**config.mk**
```make
export PLATFORM = sky130hd
export DESIGN_NAME = fp_normalize_pipe_flat
export DESIGN_NICKNAME = d
export VERILOG_FILES = /design/src/rtl/fp_normalize_pipe_if.sv /design/src/rtl/fp_normalize_pipe.sv /design/src/flat_wrapper.sv
export SDC_FILE = /design/constraint.sdc
export NUM_CORES = 1
export LEC_CHECK = 0
export BUFFER_PORTS_ARGS = -buffer_cell sky130_fd_sc_hd__buf_2
export CORE_ASPECT_RATIO = 1.25
export CORE_MARGIN = 1
export CORE_UTILIZATION = 59
export DETAILED_ROUTE_END_ITERATION = 12
export PLACE_DENSITY = 0.8
export SYNTH_ARGS = -nofsm -noshare
export SYNTH_HDL_FRONTEND = slang
export SYNTH_SLANG_ARGS = --single-unit
```
**constraint.sdc**
```tcl
create_clock -name clk -period 25.4 [get_ports clk]
set_input_delay 1.27 -clock clk [delete_from_list [all_inputs] [get_ports clk]]
set_output_delay 1.27 -clock clk [all_outputs]
set_load 0.01 [all_outputs]
```
**src/rtl/fp_normalize_pipe_if.sv**
```systemverilog
// Handshake/data bundle for fp_normalize_pipe: CLA-side input channel and rounder-side output channel.
// The master drives operations in and accepts results; the slave is the normaliser.
interface fp_normalize_pipe_if #(
    parameter int MW    = 24,
    parameter int EW    = 8,
    parameter int TAG_W = 4
);
    logic             in_valid;
    logic             in_ready;
    logic [MW+2:0]    in_lane;
    logic             in_add_sub;
    logic             in_carry;
    logic [EW:0]      in_exp;
    logic             in_sticky;
    logic [TAG_W-1:0] in_tag;
    logic             out_valid;
    logic             out_ready;
    logic [MW-1:0]    out_mant;
    logic             out_g;
    logic             out_r;
    logic             out_sticky;
    logic [EW:0]      out_exp;
    logic             out_zero;
    logic             out_denorm;
    logic             out_ovf;
    logic [TAG_W-1:0] out_tag;

    modport master (
        output in_valid, in_lane, in_add_sub, in_carry, in_exp, in_sticky, in_tag, out_ready,
        input  in_ready, out_valid, out_mant, out_g, out_r, out_sticky, out_exp,
               out_zero, out_denorm, out_ovf, out_tag
    );

    modport slave (
        input  in_valid, in_lane, in_add_sub, in_carry, in_exp, in_sticky, in_tag, out_ready,
        output in_ready, out_valid, out_mant, out_g, out_r, out_sticky, out_exp,
               out_zero, out_denorm, out_ovf, out_tag
    );
endinterface

```
**src/rtl/fp_normalize_pipe.sv**
```systemverilog
// Two-stage post-adder normaliser: stage 1 does zero detect, LZC, shift clamp and the add path;
// stage 2 does the left shift, exponent subtraction and flags, and drives all outputs from registers.
module fp_normalize_pipe #(
    parameter int MW    = 24,
    parameter int EW    = 8,
    parameter int TAG_W = 4
) (
    input  logic               clk,
    input  logic               rst,
    fp_normalize_pipe_if.slave bus
);
    localparam int LZW = $clog2(MW + 3);
    localparam int CW  = (LZW > EW + 1) ? LZW : EW + 1;
    localparam logic [EW+1:0] OVF_LIM = {2'b00, {EW{1'b1}}};

    typedef struct packed {
        logic             zero;
        logic             sub;
        logic [MW+1:0]    lane;
        logic [LZW-1:0]   shamt;
        logic [EW:0]      exp;
        logic             ovf;
        logic [MW-1:0]    mant;
        logic             g;
        logic             r;
        logic             sticky;
        logic [TAG_W-1:0] tag;
    } s1_t;

    typedef struct packed {
        logic [MW-1:0]    mant;
        logic             g;
        logic             r;
        logic             sticky;
        logic [EW:0]      exp;
        logic             zero;
        logic             denorm;
        logic             ovf;
        logic [TAG_W-1:0] tag;
    } out_t;

    function automatic logic [LZW-1:0] lzc_f(input logic [MW+1:0] v);
        logic [LZW-1:0] n;
        logic           hit;
        n   = '0;
        hit = 1'b0;
        for (int i = MW + 1; i >= 0; i--) begin
            if (!hit && v[i]) begin
                hit = 1'b1;
            end else if (!hit) begin
                n = n + LZW'(1'b1);
            end else begin
                hit = 1'b1;
            end
        end
        return (n > LZW'(MW + 1)) ? LZW'(MW + 1) : n;
    endfunction

    logic           s1_valid_q;
    logic           out_valid_q;
    s1_t            s1_d;
    s1_t            s1_q;
    out_t           out_d;
    out_t           out_q;
    logic           s2_adv_s;
    logic           s1_adv_s;
    logic [LZW-1:0] lzc_s;
    logic [CW-1:0]  lzc_cw_s;
    logic [CW-1:0]  exp_cw_s;
    logic [CW-1:0]  shamt_cw_s;
    logic [CW-1:0]  sub_exp_cw_s;
    logic [EW+1:0]  add_exp_w_s;
    logic [MW+1:0]  shifted_s;

    // A stage may load when it is empty or its current contents move on this cycle.
    assign s2_adv_s     = !out_valid_q || bus.out_ready;
    assign s1_adv_s     = !s1_valid_q || s2_adv_s;
    assign bus.in_ready = s1_adv_s;

    // Stage 1 next state: zero detect, clamped shift amount and the complete add-path result.
    always_comb begin
        s1_d        = '0;
        lzc_s       = lzc_f(bus.in_lane[MW+1:0]);
        lzc_cw_s    = CW'(lzc_s);
        exp_cw_s    = CW'(bus.in_exp);
        add_exp_w_s = {1'b0, bus.in_exp} + {{(EW + 1){1'b0}}, bus.in_carry};
        // Never shift the exponent below 1; what remains unnormalised becomes subnormal.
        if (bus.in_exp == '0) begin
            shamt_cw_s = '0;
        end else if (lzc_cw_s < exp_cw_s - CW'(1'b1)) begin
            shamt_cw_s = lzc_cw_s;
        end else begin
            shamt_cw_s = exp_cw_s - CW'(1'b1);
        end
        s1_d.zero  = (bus.in_lane == '0);
        s1_d.sub   = bus.in_add_sub;
        s1_d.lane  = bus.in_lane[MW+1:0];
        s1_d.shamt = shamt_cw_s[LZW-1:0];
        s1_d.tag   = bus.in_tag;
        s1_d.ovf   = !bus.in_add_sub && !s1_d.zero && (add_exp_w_s >= OVF_LIM);
        if (bus.in_add_sub) begin
            s1_d.exp    = bus.in_exp;
            s1_d.sticky = bus.in_sticky;
        end else if (bus.in_carry) begin
            s1_d.mant   = bus.in_lane[MW+2:3];
            s1_d.g      = bus.in_lane[2];
            s1_d.r      = bus.in_lane[1];
            s1_d.sticky = bus.in_sticky | bus.in_lane[0];
            s1_d.exp    = add_exp_w_s[EW:0];
        end else begin
            s1_d.mant   = bus.in_lane[MW+1:2];
            s1_d.g      = bus.in_lane[1];
            s1_d.r      = bus.in_lane[0];
            s1_d.sticky = bus.in_sticky;
            s1_d.exp    = bus.in_exp;
        end
    end

    // Stage 2 next state: apply the cancellation shift and pick the result for this path.
    always_comb begin
        shifted_s    = s1_q.lane << s1_q.shamt;
        sub_exp_cw_s = CW'(s1_q.exp) - CW'(s1_q.shamt);
        out_d        = '0;
        out_d.sticky = s1_q.sticky;
        out_d.tag    = s1_q.tag;
        if (s1_q.zero) begin
            out_d.zero = 1'b1;
        end else if (s1_q.sub) begin
            out_d.mant = shifted_s[MW+1:2];
            out_d.g    = shifted_s[1];
            out_d.r    = shifted_s[0];
            if (shifted_s[MW+1]) begin
                out_d.exp = sub_exp_cw_s[EW:0];
            end else begin
                out_d.denorm = 1'b1;
                out_d.exp    = '0;
            end
        end else begin
            out_d.mant = s1_q.mant;
            out_d.g    = s1_q.g;
            out_d.r    = s1_q.r;
            out_d.exp  = s1_q.exp;
            out_d.ovf  = s1_q.ovf;
        end
    end

    // Stage 1 register.
    always_ff @(posedge clk) begin
        if (rst) begin
            s1_valid_q <= 1'b0;
            s1_q       <= '0;
        end else if (s1_adv_s) begin
            s1_valid_q <= bus.in_valid;
            s1_q       <= s1_d;
        end
    end

    // Stage 2 / output register; holds while the rounder stalls.
    always_ff @(posedge clk) begin
        if (rst) begin
            out_valid_q <= 1'b0;
            out_q       <= '0;
        end else if (s2_adv_s) begin
            out_valid_q <= s1_valid_q;
            out_q       <= out_d;
        end
    end

    assign bus.out_valid  = out_valid_q;
    assign bus.out_mant   = out_q.mant;
    assign bus.out_g      = out_q.g;
    assign bus.out_r      = out_q.r;
    assign bus.out_sticky = out_q.sticky;
    assign bus.out_exp    = out_q.exp;
    assign bus.out_zero   = out_q.zero;
    assign bus.out_denorm = out_q.denorm;
    assign bus.out_ovf    = out_q.ovf;
    assign bus.out_tag    = out_q.tag;
endmodule

```
**src/flat_wrapper.sv**
```systemverilog
// flat-port wrapper written by rule: the top's interface ports become plain ports
module fp_normalize_pipe_flat 
#(
    parameter int MW    = 24,
    parameter int EW    = 8,
    parameter int TAG_W = 4
)
  (clk, rst, bus_in_valid, bus_in_lane, bus_in_add_sub, bus_in_carry, bus_in_exp, bus_in_sticky, bus_in_tag, bus_out_ready, bus_in_ready, bus_out_valid, bus_out_mant, bus_out_g, bus_out_r, bus_out_sticky, bus_out_exp, bus_out_zero, bus_out_denorm, bus_out_ovf, bus_out_tag);
  fp_normalize_pipe_if #(.MW(MW), .EW(EW), .TAG_W(TAG_W)) bus_i ();
  input  logic clk;
  input  logic rst;
  input wire logic [$bits(bus_i.in_valid)-1:0] bus_in_valid;
  input wire logic [$bits(bus_i.in_lane)-1:0] bus_in_lane;
  input wire logic [$bits(bus_i.in_add_sub)-1:0] bus_in_add_sub;
  input wire logic [$bits(bus_i.in_carry)-1:0] bus_in_carry;
  input wire logic [$bits(bus_i.in_exp)-1:0] bus_in_exp;
  input wire logic [$bits(bus_i.in_sticky)-1:0] bus_in_sticky;
  input wire logic [$bits(bus_i.in_tag)-1:0] bus_in_tag;
  input wire logic [$bits(bus_i.out_ready)-1:0] bus_out_ready;
  output wire logic [$bits(bus_i.in_ready)-1:0] bus_in_ready;
  output wire logic [$bits(bus_i.out_valid)-1:0] bus_out_valid;
  output wire logic [$bits(bus_i.out_mant)-1:0] bus_out_mant;
  output wire logic [$bits(bus_i.out_g)-1:0] bus_out_g;
  output wire logic [$bits(bus_i.out_r)-1:0] bus_out_r;
  output wire logic [$bits(bus_i.out_sticky)-1:0] bus_out_sticky;
  output wire logic [$bits(bus_i.out_exp)-1:0] bus_out_exp;
  output wire logic [$bits(bus_i.out_zero)-1:0] bus_out_zero;
  output wire logic [$bits(bus_i.out_denorm)-1:0] bus_out_denorm;
  output wire logic [$bits(bus_i.out_ovf)-1:0] bus_out_ovf;
  output wire logic [$bits(bus_i.out_tag)-1:0] bus_out_tag;
  assign bus_i.in_valid = bus_in_valid;
  assign bus_i.in_lane = bus_in_lane;
  assign bus_i.in_add_sub = bus_in_add_sub;
  assign bus_i.in_carry = bus_in_carry;
  assign bus_i.in_exp = bus_in_exp;
  assign bus_i.in_sticky = bus_in_sticky;
  assign bus_i.in_tag = bus_in_tag;
  assign bus_i.out_ready = bus_out_ready;
  assign bus_in_ready = bus_i.in_ready;
  assign bus_out_valid = bus_i.out_valid;
  assign bus_out_mant = bus_i.out_mant;
  assign bus_out_g = bus_i.out_g;
  assign bus_out_r = bus_i.out_r;
  assign bus_out_sticky = bus_i.out_sticky;
  assign bus_out_exp = bus_i.out_exp;
  assign bus_out_zero = bus_i.out_zero;
  assign bus_out_denorm = bus_i.out_denorm;
  assign bus_out_ovf = bus_i.out_ovf;
  assign bus_out_tag = bus_i.out_tag;
  fp_normalize_pipe #(.MW(MW), .EW(EW), .TAG_W(TAG_W)) u_core (.clk(clk), .rst(rst), .bus(bus_i));
endmodule
```
After elaboration in Yosys (flattened, before gate mapping)
Cells that the tools add are included.
{ "word_totals": {"regBits": 119, "input_bits": 47, "elab_cells": 233} }
{ "classes": {"n_addsub": 28, "n_lt_le_gt_ge": 3, "reduce_logical": 60, "n_bitwise": 1, "shift": 1, "mux": 118} }
{ "op_table": {"columns": ["op", "count"], "rows": [
  ["two-way mux 5 bit", 53],
  ["adder 5 x 1 -> 5 bit (second input constant)", 25],
  ["two-way mux 26 bit", 3],
  ["two-way mux 1 bit", 55],
  ["two-way mux 9 bit", 5],
  ["zero test 1 bit", 29],
  ["logical AND 1 bit", 27],
  ["zero test 27 bit", 1],
  ["two-way mux 27 bit", 1],
  ["left shift 26 x 5 -> 26 bit", 1],
  ["adder 9 x 1 -> 10 bit", 1],
  ["greater-or-equal comparator 10 x 8 -> 1 bit (second input constant)", 1],
  ["zero test 9 bit", 1],
  ["< comparator 5 x 9 -> 1 bit", 1],
  ["subtractor 9 x 1 -> 9 bit (second input constant)", 1],
  ["subtractor 9 x 5 -> 9 bit", 1],
  ["greater-than comparator 5 bit (second input constant)", 1],
  ["logical OR 1 bit", 2],
  ["two-way mux 2 bit", 1],
  ["OR 1 bit", 1]
]} }

Depth between registers and ports, before layout
Gate-level depths: netlist of run 1.
{ "depth": {"ltp_word": 81, "depth_mapped": 77} }

Least setup slack after synthesis of run 1
Ideal clock, no wire load.
{ "synth_path": {"path_type": "in2reg", "from": "in bus_in_lane[24]", "to": "reg u_core.s1_q[42] (netlist name)", "t_arrival_ns": 14.020, "setup_ns": 0.131, "required_time_ns": 25.269, "stages": 74, "slack_ns": 11.249, "cell_sequence": "nor2_1 > ha_1 > nor4bb_1 > nor2_1 > inv_1 > ha_1 > nor2b_1 > o31ai_1 > inv_1 > ha_1 > nor2_1 > a21oi_1 > a21o_1 > or2_2 > o31a_1 > ha_1 > nor2b_1 > a211oi_1 > (+38 left out) > ha_1 > nand2_1 > o31ai_1 > a221oi_1 > mux2i_1 > mux2_4 > and2_1 > ha_1 > a21oi_1 > nor2b_1 > o21ai_0 > nand2b_1 > a41o_1 > nand2_1 > nor3_1 > mux2i_1 > a21o_1 > o211ai_1"} }
{ "synth_via": {"elab_chain_len": 79} }
{ "synth_rtl": {"columns": ["item", "line", "text"], "rows": [
  ["from (decl)", "flat_wrapper.sv:13", "input wire logic [$bits(bus_i.in_lane)-1:0] bus_in_lane;"],
  ["logical AND 1 bit *", "fp_normalize_pipe.sv:48", "if (!hit && v[i]) begin"],
  ["two-way mux 5 bit / two-way mux 1 bit (equally long branches)", "fp_normalize_pipe.sv:48", null],
  ["adder 5 x 1 -> 5 bit / zero test 1 bit (equally long branches)", "fp_normalize_pipe.sv:51, fp_normalize_pipe.sv:48", null],
  ["two-way mux 5 bit / logical AND 1 bit (equally long branches)", "fp_normalize_pipe.sv:50, fp_normalize_pipe.sv:48", null],
  ["two-way mux 5 bit / two-way mux 1 bit (equally long branches)", "fp_normalize_pipe.sv:48", null],
  ["adder 5 x 1 -> 5 bit / zero test 1 bit (equally long branches)", "fp_normalize_pipe.sv:51, fp_normalize_pipe.sv:48", null],
  ["two-way mux 5 bit / logical AND 1 bit (equally long branches)", "fp_normalize_pipe.sv:50, fp_normalize_pipe.sv:48", null],
  ["two-way mux 5 bit / two-way mux 1 bit (equally long branches)", "fp_normalize_pipe.sv:48", null],
  ["(+63 left out)", null, null],
  ["adder 5 x 1 -> 5 bit / zero test 1 bit (equally long branches)", "fp_normalize_pipe.sv:51, fp_normalize_pipe.sv:48", null],
  ["two-way mux 5 bit / logical AND 1 bit (equally long branches)", "fp_normalize_pipe.sv:50, fp_normalize_pipe.sv:48", null],
  ["two-way mux 5 bit *", "fp_normalize_pipe.sv:48", null],
  ["greater-than comparator 5 bit", "fp_normalize_pipe.sv:56", "return (n > LZW'(MW + 1)) ? LZW'(MW + 1) : n;"],
  ["two-way mux 5 bit *", "fp_normalize_pipe.sv:56", null],
  ["< comparator 5 x 9 -> 1 bit", "fp_normalize_pipe.sv:90", "end else if (lzc_cw_s < exp_cw_s - CW'(1'b1)) begin"],
  ["two-way mux 5 bit *", "fp_normalize_pipe.sv:90", null],
  ["two-way mux 5 bit *", "fp_normalize_pipe.sv:88", "if (bus.in_exp == '0) begin"],
  ["to (signal assigned)", "fp_normalize_pipe.sv:151", "s1_q <= '0;"],
  ["to (signal assigned)", "fp_normalize_pipe.sv:154", "s1_q <= s1_d;"],
  ["to (decl)", "fp_normalize_pipe.sv:62", "s1_t s1_q;"]
]} }
Mark *: on every way between the ends. The rest lies on a longest branch, timed or not.
A chain may end at the register's enable or synchronous reset.

Worst setup path after layout of run 1
Ends and elaborated chain as after synthesis.

==> flow_metrics.tcl, run 1 <==
set metrics [dict create \
    critPathLaunchType "input port" \
    crit_cells 75 \
    cts.path.max_buffers 2 \
    finalSetupViolCount 0 \
    antenna_found_initial 0 \
    min_period_over_period_pct 61.1 \
    power.density_mw_per_mm2 52.9 \
    routed_via_density 6.29 \
    power.leakage_nw 4.35 \
    cts_hold_buf 0 \
    relSlewSlack_pct 21.3 \
    grt_max_degree 116 \
    met2WireLength_mm 12.4 \
    port_buffers 91 \
    die_w_um 116 \
    ys_ff_latch 119 \
    rows 51 \
    wl_met3_mm 1.75 \
    fin_worst_skew_ps 7.26 \
    fmax_mhz 64.5 \
    synthesis.area_mm2 0.00950 \
    yosysTopAreaCellShare_pct 25.1 \
    antenna_left 0 \
    ctsResizeCount 0 \
    synth-seq-area-share_pct 25.1 \
    grt_overflow_total 0 \
    n_fill_cell 1346 \
    critical_path_buf_inv_count 4 \
    clkSinkCount 119 \
    first_pass_iters 8 \
    drtIter0Drc 910 \
    wl_per_cell_um 17.2 \
    clockRootBuffer "clkbuf_16" \
    rsz0062_at_grt "no" \
    die_area_mm2 0.0166 \
    vias 9480 \
    grt_pass1_wl_mm 41.7 \
    critPathMaxFanout 7 \
    final_common_cell "nand2_1" \
    peakVddDrop_uv 46.4 \
    arrival_ps 15790 \
    hold_violations 0 \
    crit_family "compound AO/OA/AOI/OAI gates" \
    synthDistinctLibCells 85 \
    wl_met1_mm 10.9 \
    final_nets 1364 \
    run_status "finished, final reports clean" \
    routed.top_layer "met4" \
    drive_gt1_share_pct 14.1 \
    power_w 0.000558 \
    yosysWarnings 0 \
    synth-edff-count 0 \
    die_y_um 144 \
    initial_utilization_pct 60.8 \
    dpl.hpwl_mm 18.3 \
    tritoncts "done" \
    tightest_slew_ps 1180 \
    avgSynthCellArea_um2 7.57 \
    synth_nets 1338 \
    period_minus_slack_ps 15510 \
    r2r_cells 9 \
    crit_type "input port to flop" \
    drt_wl_total_mm 25.9 \
    maxCapViolations 0 \
    synth_largest_area_cell "dfxtp_1" \
    clk_pin_slew_ps 60 \
    synthToLayoutAreaGrowth_pct 11.1 \
    drc 0 \
    min_path_type "flop to flop" \
    synthArstFlopShare_pct 0 \
    layout_common_cells "nand2_1, nor2_1, dfxtp_1" \
    grtUsageTotal_pct 31.4 \
    holdPathStages 2 \
    synthCells 1256 \
    postCtsSetupBuffers 0 \
    timing.setup.tns_ps 0 \
    path_common_cell "ha_1" \
    fin_area_mm2 0.0106 \
    crit_required_ps 25680 \
    clk_latency_ps 410 \
    cp_slowest_cell "o31ai_1" \
    slew_viol_final 0 \
    core_mm2 0.0156 \
    cts.htree.levels 4 \
    grt_pass1_vias 8660 \
    cpPeakStageDelay_ps 510 \
    routabilityCongestion 0.929 \
    critPathCaptureType "flop" \
    cts_made_buffers 17 \
    synthFlopType "dfxtp_1" \
    place_area_mm2 0.00994 \
    io_pins 92 \
    antenna_cells 0 \
    synth_area_leaders "dfxtp_1, nand2_1, mux2i_1" \
]
## sequential cells by signal (all words and copies together) (netlist names)
register,count
u_core.bus.out_denorm,1
u_core.bus.out_exp,9
u_core.bus.out_g,1
u_core.bus.out_mant,24
u_core.bus.out_ovf,1
u_core.bus.out_r,1
u_core.bus.out_sticky,1
u_core.bus.out_tag,4
u_core.bus.out_valid,1
u_core.bus.out_zero,1
u_core.out_d,5
u_core.s1_q,69
u_core.s1_valid_q,1
## final cells by class
type	count	area (µm²)	area share (%)
Clock buffer	19	453	4.29
Clock inverter	13	169	1.60
Inverter	36	135	1.28
Multi-Input combinational cell	1009	6640	62.8
Sequential cell	119	2380	22.6
Tap cell	212	265	2.51
Timing Repair Buffer	99	518	4.91
## metal layers
metal	vias to the layer above	global-route usage (%)
met3	64	4.68
li1	4592	-
met2	414	52.6
met4	0	15.2
met1	4410	39.1
met5	-	0
## worst reg2reg max path: stages (launching register included)
cell	delay, ps
dfxtp_1	740
clkinv_1	870
mux2i_1	330
o32a_1	190
inv_1	70
a21oi_1	150
and2_1	250
nor3_1	600
o21ai_0	240
a21oi_1	180
## final timing paths
check | from | end | slack, ps
worst max-delay path | bus_in_lane[24] | u_core.s1_q[42] | 9890
worst min register to register | u_core.bus.out_tag[1] | u_core.bus.out_tag[1] | 450
worst min-delay path | u_core.bus.out_tag[1] | u_core.bus.out_tag[1] | 450
worst max register to register | u_core.s1_q[43] | u_core.bus.out_mant[23] | 21710
## cell usage after synthesis (18+ instances only)
| cell type | n |
|---|---|
| o21ai_0 | 43 |
| a211oi_1 | 24 |
| a22oi_1 | 18 |
| mux2i_1 | 61 |
| nand2b_1 | 21 |
| nand3_1 | 23 |
| inv_1 | 33 |
| a222oi_1 | 18 |
| nor2b_1 | 25 |
| clkbuf_1 | 80 |
| ha_1 | 34 |
| xor2_1 | 25 |
| nor2_1 | 156 |
| nand2_1 | 168 |
| a21oi_1 | 108 |
| nor3_1 | 54 |
| xnor2_1 | 31 |
| dfxtp_1 | 119 |
## power breakdown
part / internal [W] / switching [W]
Sequential: 0.000197 / 0.00000790
Combinational: 0.0000413 / 0.0000628
Clock: 0.000161 / 0.0000889
## kinds of logic (layout without fill, tap and decap cells)
group / count (synthesis) / in the layout / share of synthesized area (%)
simple gates: 523 / 523 / 26.2
compound gates: 302 / 302 / 21.0
buf+inv: 128 / 167 / 5.25
flops: 119 / 119 / 25.1
mux: 83 / 83 / 10.7
xor+xnor: 63 / 63 / 6.81
fa+ha+maj: 38 / 38 / 5.00
## through the flow
stage | hold slack (ps) | setup WS [ps] | std cells | utilization [%]
final | 447 | 9890 | 1507 | 67.5
after global routing | 461 | 8570 | 1507 | 67.5
after CTS | 451 | 10030 | 1507 | 67.5
after detailed placement | 443 | 9640 | 1475 | 63.6
after global placement | 436 | 10160 | 1475 | 63.6
after floorplan | 431 | 11250 | 1256 | -
(Power assumes the default switching activity.)
==> run 2: changes to the inputs <==
--- a/config.mk
+++ b/config.mk
@@ -5,6 +5,7 @@
 export SDC_FILE = /design/constraint.sdc
 export NUM_CORES = 1
 export LEC_CHECK = 0
+export ABC_AREA = 1
 export BUFFER_PORTS_ARGS = -buffer_cell sky130_fd_sc_hd__buf_2
 export CORE_ASPECT_RATIO = 1.25
 export CORE_MARGIN = 1
==> constraint.sdc (replaced) <==
create_clock -name clk -period 15.86 [get_ports clk]
set_input_delay 0.793 -clock clk [delete_from_list [all_inputs] [get_ports clk]]
set_output_delay 0.793 -clock clk [all_outputs]
set_load 0.01 [all_outputs]
==> run 2 against run 1 <==
Final cell count is 24% higher; non-clock buffer count is 2 higher; first-iteration DRC count is 16% lower; utilization is 0.59 points higher; combinational power is 44% higher; sequential power is 60% higher; routed wire length is 3.5% lower; sequential share of layout area is 0.20 points lower; synthesized cell count is 27% higher.
==> flow_metrics.tcl, run 2 <==
set metrics [dict create \
    fin_area_mm2 0.0107 \
    critPathMaxFanout 8 \
    postCtsSetupBuffers 0 \
    crit_type "input port to flop" \
    antenna_found_initial 0 \
    cts_hold_buf 0 \
    critPathLaunchType "input port" \
    synth-xor-area-share_pct 1.58 \
    synth_compound_area_share_pct 18.4 \
    cp_slowest_cell "o221ai_1" \
    grt_pass1_vias 9414 \
    avgSynthCellArea_um2 5.93 \
    synth_top_family_by_area "simple AND/OR/NAND/NOR gates" \
    tightest_slew_ps 878 \
    timing.hold.ws_ps 460 \
    synth-edff-count 0 \
    crit_required_ps 16120 \
    grt_overflow_total 0 \
    min_path_type "flop to flop" \
    rrSetupSlack_ps 12180 \
    grt_pass1_wl_mm 42.1 \
    synthArstFlopShare_pct 0 \
    place_area_mm2 0.0100 \
    yosysWarnings 0 \
    maxCapViolations 0 \
    dpl.hpwl_mm 18.8 \
    drtIter0Drc 760 \
    grt_max_degree 73 \
    muxShareOfSynthArea_pct 0.556 \
    arrival_ps 12880 \
    regArea_mm2 0.00238 \
    synth-seq-area-share_pct 25.2 \
    routabilityCongestion 0.930 \
    rows 51 \
    core_mm2 0.0156 \
    synthAdderAreaFrac_pct 4.71 \
    die_y_um 143 \
    finalSetupViolCount 0 \
    largest_register "u_core.s1_q" \
    cts.htree.levels 4 \
    io_pins 92 \
    clk_pin_slew_ps 50 \
    vias 10269 \
    n_fill_cell 1490 \
    cts_made_buffers 17 \
    cts.path.max_buffers 2 \
    yosysMostFrequentCell "nand2_1" \
    synth_area_leaders "dfxtp_1, nand2_1, o21ai_0" \
    synthDistinctLibCells 45 \
    hold_violations 0 \
    synthesis.area_mm2 0.00945 \
    run_status "finished, final reports clean" \
    fmax_mhz 79.2 \
    yosysTopAreaCellShare_pct 25.2 \
    drive_gt1_share_pct 12.1 \
    rsz0062_at_grt "no" \
    antenna_cells 0 \
    path_common_cell "nand2_1" \
    fin_worst_skew_ps 6.25 \
    drc 0 \
    synthCells 1593 \
    clkSinkCount 119 \
    peakVddDrop_uv 76.2 \
    synthFlopType "dfxtp_1" \
    grtUsageTotal_pct 31.4 \
    antenna_left 0 \
    relSlewSlack_pct 41.1 \
    drt_wl_total_mm 25.0 \
    synthSimpleGateAreaFrac_pct 39.2 \
    layout_common_cells "nand2_1, inv_1, o21ai_0" \
    synth_largest_area_cell "dfxtp_1" \
    clockRootBuffer "clkbuf_16" \
    die_w_um 115 \
    clk_latency_ps 410 \
    largest_reg_flops 69 \
    period_minus_slack_ps 12630 \
    synthToLayoutAreaGrowth_pct 12.7 \
    power.density_mw_per_mm2 83.9 \
    routed_via_density 5.48 \
    port_buffers 91 \
    die_area_mm2 0.0165 \
    ctsResizeCount 0 \
    final_nets 1731 \
    tritoncts "done" \
    min_period_over_period_pct 79.6 \
    critPathCaptureType "flop" \
    synth_nets 1675 \
    wl_per_cell_um 13.4 \
    cpPeakStageDelay_ps 340 \
    ys_ff_latch 119 \
    first_pass_iters 6 \
    final_common_cell "nand2_1" \
    fin_util_pct 68.1 \
    timing.setup.tns_ps 0 \
    slew_viol_final 0 \
    power.leakage_nw 5.22 \
    initial_utilization_pct 60.4 \
    multiInputGateArea_mm2 0.00610 \
    synth_common_cells "nand2_1, inv_1, o21ai_0, nand3_1, dfxtp_1" \
]
run 2: cell count changes after synthesis, moves of 28 or more:
cell | previous run | this run
inv_1 | 33 | 180
mux2i_1 | 61 | 3
nand2_1 | 168 | 489
nand3_1 | 23 | 129
nor2_1 | 156 | 118
nor3_1 | 54 | 21
o21ai_0 | 43 | 145
xnor2_1 | 31 | 3
run 2: critical path: cells and delay by family:
kind,cells,cell delay (ps)
adder cells (fa/ha/maj),15,4000
XOR/XNOR,4,770
AND/OR/NAND/NOR,29,2780
AO/OA/AOI/OAI,26,3450
buffers and inverters,9,570
multiplexers,2,530
run 2: path summary, 6_finish.rpt:
| path | end | start | cells past startpoint |
|---|---|---|---|
| worst max-delay path | u_core.s1_q[43] | bus_in_lane[24] | 85 |
| worst min-delay path | u_core.bus.out_mant[17] | u_core.bus.out_mant[17] | 2 |
| worst max register to register | u_core.bus.out_exp[5] | u_core.s1_q[43] | 10 |
| worst min register to register | u_core.bus.out_mant[17] | u_core.bus.out_mant[17] | 2 |
run 2: cell families after synthesis:
kind of cell,after synthesis
buf+inv,260
flops,119
fa+ha+maj,35
compound gates,316
xor+xnor,17
simple gates,841
mux,5
run 2: cell type report:
| type | count | area share (%) |
|---|---|---|
| Multi-Input combinational cell | 1214 | 57.3 |
| Sequential cell | 119 | 22.4 |
| Inverter | 196 | 6.91 |
| Timing Repair Buffer | 101 | 4.98 |
| Clock buffer | 22 | 4.36 |
| Tap cell | 212 | 2.49 |
| Clock inverter | 9 | 1.62 |
run 2: stage by stage:
stage / std cells / total power, W / setup slack (ps)
after global routing: 1873 / 0.000932 / 2090
after global placement: 1842 / 0.000478 / 3300
after CTS: 1873 / 0.000895 / 3270
final: 1873 / 0.000894 / 3230
after floorplan: 1593 / 0.000434 / 4020
after detailed placement: 1842 / 0.000481 / 2890
run 2: layer usage:
| metal | track usage, % | wire length (µm) |
|---|---|---|
| met4 | 11.4 | 544 |
| met3 | 3.75 | 1050 |
| met2 | 56.9 | 12400 |
| met1 | 37.6 | 11000 |
| met5 | 0 | 0 |
run 2: report_power, final:
part	switching, W	internal [W]	leakage [nW]
Clock	0.000131	0.000285	0.310
Sequential	0.0000118	0.000316	0.980
Combinational	0.0000989	0.0000511	3.93
==> run 3: changes to the inputs <==
==> constraint.sdc (replaced) <==
create_clock -name clk -period 12.31 [get_ports clk]
set_input_delay 0.6155 -clock clk [delete_from_list [all_inputs] [get_ports clk]]
set_output_delay 0.6155 -clock clk [all_outputs]
set_load 0.01 [all_outputs]
==> run 3 against run 2 <==
Clock skew about the same; global-route usage about the same; largest power group unchanged; routed wire length increased by 1.5%; combinational power increased by 35%; cell area increased by 1.7%; sequential share of layout area decreased by 0.37 points; via count increased by 0.67%; clock power increased by 15%.
==> flow_metrics.tcl, run 3 (same netlist as run 2, synthesis figures left out) <==
set metrics [dict create \
    run_status "finished, final reports clean" \
    core_mm2 0.0156 \
    cp_slowest_cell "ha_1" \
    dpl.hpwl_mm 18.6 \
    antenna_left 0 \
    largest_register "u_core.s1_q" \
    synthToLayoutAreaGrowth_pct 14.6 \
    cts_hold_buf 0 \
    port_buffers 91 \
    grt_pass1_wl_mm 41.9 \
    vias 10338 \
    tightest_slew_ps 866 \
    slew_viol_final 0 \
    wl_per_cell_um 13.5 \
    layout_common_cells "nand2_1, inv_1, o21ai_0" \
    regArea_mm2 0.00238 \
    die_w_um 115 \
    power.density_mw_per_mm2 102 \
    critPathCaptureType "flop" \
    clockRootBuffer "clkbuf_16" \
    peakVddDrop_uv 92.5 \
    power_w 0.00110 \
    path_common_cell "nand2_1" \
    initial_utilization_pct 60.4 \
    finalSetupViolCount 0 \
    critPathLaunchType "input port" \
    grt_pass1_vias 9188 \
    fin_worst_skew_ps 6.70 \
    drive_gt1_share_pct 14.5 \
    min_period_over_period_pct 94.1 \
    final_common_cell "nand2_1" \
    antenna_cells 0 \
    grt_max_degree 73 \
    clkSinkCount 119 \
    power.leakage_nw 5.24 \
    io_pins 92 \
    timing.setup.tns_ps 0 \
    min_path_type "input port to flop" \
    clk_latency_ps 410 \
    routabilityCongestion 0.959 \
    hold_path.startpoint "bus_in_valid" \
    r2r_end "u_core.bus.out_exp[8]" \
    r2r_cells 10 \
    multiInputGateArea_mm2 0.00625 \
    die_area_mm2 0.0165 \
    die_y_um 143 \
    arrival_ps 11930 \
    final_nets 1743 \
    cts.path.max_buffers 2 \
    grtUsageTotal_pct 31.3 \
    critPathMaxFanout 6 \
    rows 51 \
    largest_reg_flops 69 \
    drc 0 \
    antenna_found_initial 0 \
    maxCapViolations 0 \
    first_pass_iters 5 \
    routed_via_density 5.48 \
    hold_violations 0 \
    crit_required_ps 12660 \
    n_fill_cell 1453 \
    drtIter0Drc 820 \
    grt_overflow_total 0 \
    cts_made_buffers 17 \
    crit_type "input port to flop" \
    holdPathStages 2 \
    rrSetupSlack_ps 8700 \
    relSlewSlack_pct 41.9 \
    tritoncts "done" \
    whs_endpoint "u_core.s1_valid_q" \
    rr_startpoint "u_core.s1_q[44]" \
    cpPeakStageDelay_ps 300 \
    period_minus_slack_ps 11580 \
    cts.htree.levels 4 \
    clk_pin_slew_ps 60 \
    drt_wl_total_mm 25.4 \
    fmax_mhz 86.4 \
]
## run 3: critical path, delay by kind of cell
family	cells	cell delay, ps
simple gates	28	2380
fa+ha+maj	15	3760
compound gates	28	3310
buf+inv	9	570
mux	2	550
xor+xnor	4	690
## run 3: what timing repair did
item / in CTS / in global routing
endpoints found under the setup margin: 0 / 5
buffers inserted: 0 / 9
gates resized for setup: 0 / 44
endpoints found under the hold margin: 0 / 0
## run 3: metrics by stage
| step | instances | setup slack (ps) | utilization (%) | area [µm²] | hold WS [ps] |
|---|---|---|---|---|---|
| final | 1886 | 730 | 69.3 | 10800 | 421 |
| after global routing | 1886 | -58.2 | 69.3 | 10800 | 418 |
| after CTS | 1877 | 63.5 | 67.9 | 10600 | 411 |
| after detailed placement | 1845 | -350 | 64.2 | 10000 | 452 |
| after global placement | 1845 | 15.4 | 64.2 | 10000 | 448 |
| after floorplan | 1593 | 649 | - | 9450 | 436 |
## run 3: area by class of cell
class                      instances  share of cell area [%]
tap                              212                    2.45
timing repair buffer             113                    5.75
inverter                         196                    6.79
clock buffer                      19                    4.09
clock inverter                    13                    1.21
sequential                       119                    22.0
multi-input combinational       1214                    57.7
## run 3: report_power, final
group	internal (W)	switching (W)	total (W)
Clock	0.000301	0.000178	0.000479
Sequential	0.000407	0.0000153	0.000422
Combinational	0.0000713	0.000131	0.000202
Total	0.000779	0.000325	0.00110
## run 3: metal layers
metal	vias to the layer above	routed length, µm	global-route usage [%]
li1	5355	-	-
met1	4665	11400	39.2
met2	271	12200	54.7
met3	47	1150	4.01
met4	0	624	11.3
met5	-	0	0
## run 3: worst max-delay path by stage
stage | to | startpoint | depth (start not counted) | slack [ps]
final | u_core.s1_q[44] | bus_in_lane[24] | 86 | 730
after global routing | u_core.s1_q[44] | bus_in_lane[24] | 86 | -60
after CTS | u_core.s1_q[42] | bus_in_lane[24] | 86 | 60
after detailed placement | u_core.s1_q[42] | bus_in_lane[24] | 86 | -350
after global placement | u_core.s1_q[44] | bus_in_lane[24] | 87 | 20
after floorplan | u_core.s1_q[44] | bus_in_lane[24] | 85 | 650
